File: config.mk
export PLATFORM = sky130hd
export DESIGN_NAME = instr_seq
export DESIGN_NICKNAME = d
export VERILOG_FILES = /design/src/rtl/instr_seq.sv
export SDC_FILE = /design/constraint.sdc
export NUM_CORES = 1
export LEC_CHECK = 0
export BUFFER_PORTS_ARGS = -buffer_cell sky130_fd_sc_hd__buf_2
export CELL_PAD_IN_SITES_DETAIL_PLACEMENT = 1
export CELL_PAD_IN_SITES_GLOBAL_PLACEMENT = 2
export CORE_UTILIZATION = 25
export DETAILED_ROUTE_END_ITERATION = 6
export GPL_TIMING_DRIVEN = 0
export PLACE_DENSITY_LB_ADDON = 0.1
export SLEW_MARGIN = 10
export SYNTH_ARGS = -nofsm -noshare
export SYNTH_HDL_FRONTEND = slang
export SYNTH_SLANG_ARGS = --single-unit
File: constraint.sdc
create_clock -name clk -period 2.2 [get_ports clk]
set_clock_uncertainty 0.15 [all_clocks]
set_input_delay 0.44 -clock clk [delete_from_list [all_inputs] [get_ports clk]]
set_output_delay 0.44 -clock clk [all_outputs]
set_load 0.05 [all_outputs]
File: src/rtl/instr_seq.sv
// instr_seq: fetch/execute sequencer with instruction decode, carry/zero flags and retired-instruction count.
// Optional ILLEGAL_TRAP_EN: undefined opcodes halt the machine instead of decoding as nop.
module instr_seq #(
    parameter int CNT_W = 16
) (
    input  logic             clk,
    input  logic             rst_n,
    input  logic [7:0]       ir,
    input  logic             start,
    input  logic             alu_cf,
    input  logic             alu_zf,
    input  logic             cf_en,
    input  logic             zf_en,
    output logic             sm,
    output logic             mova,
    output logic             movb,
    output logic             movc,
    output logic             add,
    output logic             sub,
    output logic             and1,
    output logic             not1,
    output logic             rsr,
    output logic             rsl,
    output logic             jmp,
    output logic             jz,
    output logic             jc,
    output logic             in1,
    output logic             out1,
    output logic             nop,
    output logic             halt,
    output logic             c,
    output logic             z,
    output logic             illegal,
    output logic [CNT_W-1:0] icnt
);
    // Bit 1 of the state is the sm beat, so sm comes straight off a flop.
    localparam logic [1:0] S_FETCH = 2'b00;
    localparam logic [1:0] S_EXEC  = 2'b10;
    localparam logic [1:0] S_HALT  = 2'b11;
`ifdef ILLEGAL_TRAP_EN
    localparam bit TRAP = 1'b1;
`else
    localparam bit TRAP = 1'b0;
`endif
    logic [1:0]       state_q, state_d;
    logic             c_q, c_d, z_q, z_d;
    logic [CNT_W-1:0] icnt_q, icnt_d;
    logic [3:0]       op;
    logic             exec, bad, to_halt;

    assign op      = ir[7:4];
    assign exec    = state_q == S_EXEC;
    assign bad     = (op == 4'h8) || (op >= 4'hD) || (op == 4'h4 && ir[3:2] == 2'b11);
    assign illegal = TRAP && exec && bad;
    assign to_halt = exec && (op == 4'h1 || (TRAP && bad));
    assign sm      = state_q[1];
    assign c       = c_q;
    assign z       = z_q;
    assign icnt    = icnt_q;

    always_comb begin
        {mova, movb, movc, add, sub, and1, not1, rsr, rsl, jmp, jz, jc, in1, out1, nop, halt} = '0;
        if (state_q == S_HALT) begin
            halt = 1'b1;
        end else if (exec) begin
            case (op)
                4'h0: nop  = 1'b1;
                4'h1: halt = 1'b1;
                4'h2: in1  = 1'b1;
                4'h3: out1 = 1'b1;
                4'h4: begin
                    jmp = ir[3:2] == 2'b00;
                    jz  = ir[3:2] == 2'b01;
                    jc  = ir[3:2] == 2'b10;
                    nop = ir[3:2] == 2'b11 && !TRAP;
                end
                4'h5: not1 = 1'b1;
                4'h6: sub  = 1'b1;
                4'h7: begin
                    movb = ir[3:2] == 2'b11;
                    movc = ir[3:2] != 2'b11 && ir[1:0] == 2'b11;
                    mova = ir[3:2] != 2'b11 && ir[1:0] != 2'b11;
                end
                4'h9: add  = 1'b1;
                4'hA: rsr  = 1'b1;
                4'hB: and1 = 1'b1;
                4'hC: rsl  = 1'b1;
                default: nop = !TRAP;
            endcase
        end
    end

    always_comb begin
        state_d = exec ? (to_halt ? S_HALT : S_FETCH)
                : state_q == S_HALT ? (start ? S_FETCH : S_HALT) : S_EXEC;
        c_d     = exec && cf_en ? alu_cf : c_q;
        z_d     = exec && zf_en ? alu_zf : z_q;
        icnt_d  = exec ? icnt_q + {{(CNT_W-1){1'b0}}, 1'b1} : icnt_q;
    end

    always_ff @(posedge clk or negedge rst_n) begin
        if (!rst_n) begin
            state_q <= S_FETCH;
            c_q     <= 1'b0;
            z_q     <= 1'b0;
            icnt_q  <= '0;
        end else begin
            state_q <= state_d;
            c_q     <= c_d;
            z_q     <= z_d;
            icnt_q  <= icnt_d;
        end
    end
endmodule

==> insert_results.sql <==
INSERT INTO impl_metrics (metric_group, metric, value, unit) VALUES
('die', 'core_region_area', '4000', 'µm²'),
('die', 'start_util', '26.0', '%'),
('die', 'chipHeight', '66.5', 'µm'),
('die', 'dieWidth', '66.5', 'µm'),
('power', 'vdd_ir_drop_max', '0.000670', 'V'),
('global_routing', 'grt-ovfl-total', '0', ''),
('layout', 'area_overhead_vs_synth', '52.6', '%'),
('timing', 'period_minus_ws_final', '2.27', 'ns'),
('critical_path', 'crit_arrival', '1.68', 'ns'),
('timing', 'count_of_final_setup_violators', '3', ''),
('route', 'drt_pass_1_iters', '2', ''),
('logic_synthesis', 'dominantRegCellSynth', 'sky130_fd_sc_hd__dfrtp_1', ''),
('logic_synthesis', 'yosys.cell_types.count', '30', ''),
('global_routing', 'gr-usage-met3', '4.11', '%'),
('power', 'final_total_power', '1630', 'µW'),
('logic_synthesis', 'synth_enable_flop_cells', '0', ''),
('route', 'detail_route.vias_per_cell', '4.61', ''),
('global_routing', 'antenna_found_initial', '0', ''),
('status', 'failed_checks', 'negative setup slack', ''),
('logic_synthesis', 'synthArstFlopShare', '100', '%'),
('critical_path', 'category_of_the_most_critical_setup_path', 'flip-flop to output pin', ''),
('critical_path', 'critical_path_rt', '1.61', 'ns'),
('route', 'wirelength', '2820', 'µm'),
('power', 'power_density_normalized_to_cell_area', '1030', 'nW/µm²'),
('timing', 'totalNegativeSetupSlack', '-0.180', 'ns'),
('logic_synthesis', 'ys_seq_elements', '20', ''),
('logic_synthesis', 'syn-cell-area', '1040', 'µm²'),
('critical_path', 'slowest_delay', '0.43', 'ns'),
('critical_path', 'cells_along_the_critical_path', 'nand4bb_4, or3_4, nor3b_4, buf_6', ''),
('critical_path', 'slowest_cell_on_the_critical_path', 'sky130_fd_sc_hd__dfrtp_2', ''),
('global_routing', 'global_route.peak_usage_layer', 'met2', ''),
('die', 'number_of_ports_placed_on_the_die_boundary', '51', ''),
('place', 'port_buffers', '49', ''),
('global_routing', 'met2_usage', '24.7', '%'),
('global_routing', 'grt_usage', '13.5', '%'),
('place', 'place_hpwl', '2110', 'µm'),
('layout', 'layout_common_cells', 'sky130_fd_sc_hd__buf_2, sky130_fd_sc_hd__dfrtp_1, sky130_fd_sc_hd__nand2_1, sky130_fd_sc_hd__nor2_1, sky130_fd_sc_hd__xnor2_1', ''),
('route', 'drc', '0', ''),
('route', 'num_vias', '992', ''),
('timing', 'final_hold_viol_count', '0', ''),
('cts', 'tritoncts.num_buffers', '3', ''),
('die', 'design.die.area', '4430', 'µm²'),
('layout', 'insertedDiodeCount', '0', ''),
('critical_path', 'cp-end-kind', 'output pin', ''),
('flow_run', 'cap_violations', '0', ''),
('global_routing', 'grt_pass1_vias', '974', ''),
('logic_synthesis', 'postSynthNetCount', '123', ''),
('timing', 'grt_setup_unrepaired', 'true', ''),
('layout', 'layout_commonest_cell', 'sky130_fd_sc_hd__buf_2', ''),
('timing', 'final-max-slew-violation-count', '0', ''),
('critical_path', 'cp_max_fo', '4', ''),
('cts', 'tritoncts_clock_tree', 'yes', ''),
('cts', 'cts-htree-levels', '1', ''),
('layout', 'total_area_of_multi_input_combinational_cells', '623', 'µm²'),
('logic_synthesis', 'seq_area_frac_synth', '48.1', '%'),
('cts', 'clkLatencyLatePin', '0.26', 'ns'),
('timing', 'fmax', '440', 'MHz'),
('logic_synthesis', 'yosysWarningCount', '0', ''),
('logic_synthesis', 'postSynthCellCount', '107', ''),
('route', 'ant_nets', '0', ''),
('cts', 'clk_pin_slew_worst_paths', '0.07', 'ns'),
('global_routing', 'globalRouteMet1Util', '15.0', '%'),
('global_routing', 'grt_pass1_wl', '4490', 'µm'),
('min_path', 'hold_path.class', 'input pin to flip-flop', ''),
('cts', 'ctsRootBufferMaster', 'sky130_fd_sc_hd__clkbuf_8', ''),
('global_routing', 'grt_max_degree', '21', ''),
('cts', 'clock_sink_count', '20', ''),
('critical_path', 'critPathLaunchType', 'flip-flop', ''),
('layout', 'final_layout_size_suffix_gt1_share', '46.7', '%'),
('logic_synthesis', 'syn_avg_cell_area', '9.73', 'µm²'),
('status', 'status', 'finished, violations left', ''),
('die', 'fp-row-count', '23', ''),
('layout', 'sequential_cell_area', '503', 'µm²'),
('place', 'finalWeightedCongestion', '0.732', ''),
('timing', 'final.setup.worst_slack', '-0.0729', 'ns'),
('cts', 'ctsLongestPathBuffers', '2', ''),
('layout', 'fillCellCount', '479', ''),
('route', 'drt_first_iter_violations', '14', ''),
('timing', 'fin_crit_sh', '103', '%'),
('route', 'avgRoutedWirePerCell', '13.1', 'µm'),
('power', 'static_power_due_to_leakage', '0.000773', 'µW'),
('layout', 'net_count_final', '182', '');
## power breakdown
group / switching (µW) / internal [µW] / leakage (µW)
Combinational: 546 / 230 / 0.000485
Clock: 121 / 159 / 0.0000288
Sequential: 116 / 459 / 0.000259
## registers in the layout, summed over array words and instances (netlist names)
register and flops:
icnt 16, state_q 2, c 1, z 1
## cell usage after synthesis (2+ instances only)
library cell	number	area share [%]
sky130_fd_sc_hd__nor3b_1	2	1.4
sky130_fd_sc_hd__xnor2_1	10	8.4
sky130_fd_sc_hd__and4_1	3	2.5
sky130_fd_sc_hd__nand4_1	6	3.6
sky130_fd_sc_hd__nand3b_1	2	1.4
sky130_fd_sc_hd__nor3_1	2	0.96
sky130_fd_sc_hd__nor4_1	2	1.2
sky130_fd_sc_hd__nand2_1	16	5.8
sky130_fd_sc_hd__nor2_1	13	4.7
sky130_fd_sc_hd__dfrtp_1	20	48
sky130_fd_sc_hd__nand2b_1	4	2.4
sky130_fd_sc_hd__xor2_1	5	4.2
sky130_fd_sc_hd__nand3_1	3	1.4
sky130_fd_sc_hd__o21ai_0	2	0.96
sky130_fd_sc_hd__mux2_2	2	2.2
## per-stage QoR
step / cell area (µm²) / instances / utilization [%] / worst slack [ns] / hold WS, ns
floorplan: 1100 / 107 / - / -0.111 / -0.00559
global placement: 1410 / 206 / 35.2 / -0.243 / 0.268
detailed placement: 1410 / 206 / 35.2 / -0.259 / 0.275
CTS: 1560 / 214 / 38.9 / -0.161 / 0.232
global route: 1590 / 215 / 39.7 / -0.141 / 0.245
finish: 1590 / 215 / 39.7 / -0.0729 / 0.247
## cell type report
type | count | share of cell area [%]
Timing Repair Buffer | 54 | 21.0
Tap cell | 50 | 3.94
Clock buffer | 4 | 3.46
Multi-Input combinational cell | 85 | 39.2
Buffer | 2 | 0.709
Sequential cell | 20 | 31.7
## metal layers
metal	part of all wire, %	wire length [µm]
met4	0.46	13
met2	53	1500
met5	0	0
met3	4.5	127
met1	42	1180
## cell families (layout without fill, tap and decap cells)
logic type | Yosys count | count (layout) | synth area share (%)
simple gates | 62 | 62 | 32.3
fa+ha+maj | 1 | 1 | 1.20
compound gates | 4 | 4 | 2.16
mux | 2 | 2 | 2.16
other cells | 1 | 1 | 0.360
buf+inv | 2 | 60 | 1.08
xor+xnor | 15 | 15 | 12.6
flops | 20 | 20 | 48.1
## repair_timing
action / in CTS / in global routing
hold buffers: 1 / 0
buffers inserted: 3 / 1
pin swaps: 3 / 5
setup endpoints to repair: 10 / 9
gates resized for setup: 17 / 10
hold endpoints to repair: 20 / 0
## critical path, delay by kind of cell, from the launching register on
| kind | cells | cell delay (ns) |
|---|---|---|
| and+or+nand+nor | 3 | 0.80 |
| DFF | 1 | 0.43 |
| buffers and inverters | 1 | 0.18 |
## path summary, 6_finish.rpt
check / startpoint / to / slack [ns] / cells after the start
max: state_q[0] / jc / -0.07 / 4
min: start / state_q[0] / 0.25 / 2
max reg2reg: state_q[0] / icnt[14] / 0.39 / 6
min reg2reg: icnt[15] / icnt[15] / 0.33 / 1
max in group asynchronous: rst_n / state_q[1] / 1.05 / 2
min in group asynchronous: rst_n / icnt[9] / 0.51 / 2
Power figures use the tool's default switching activity.
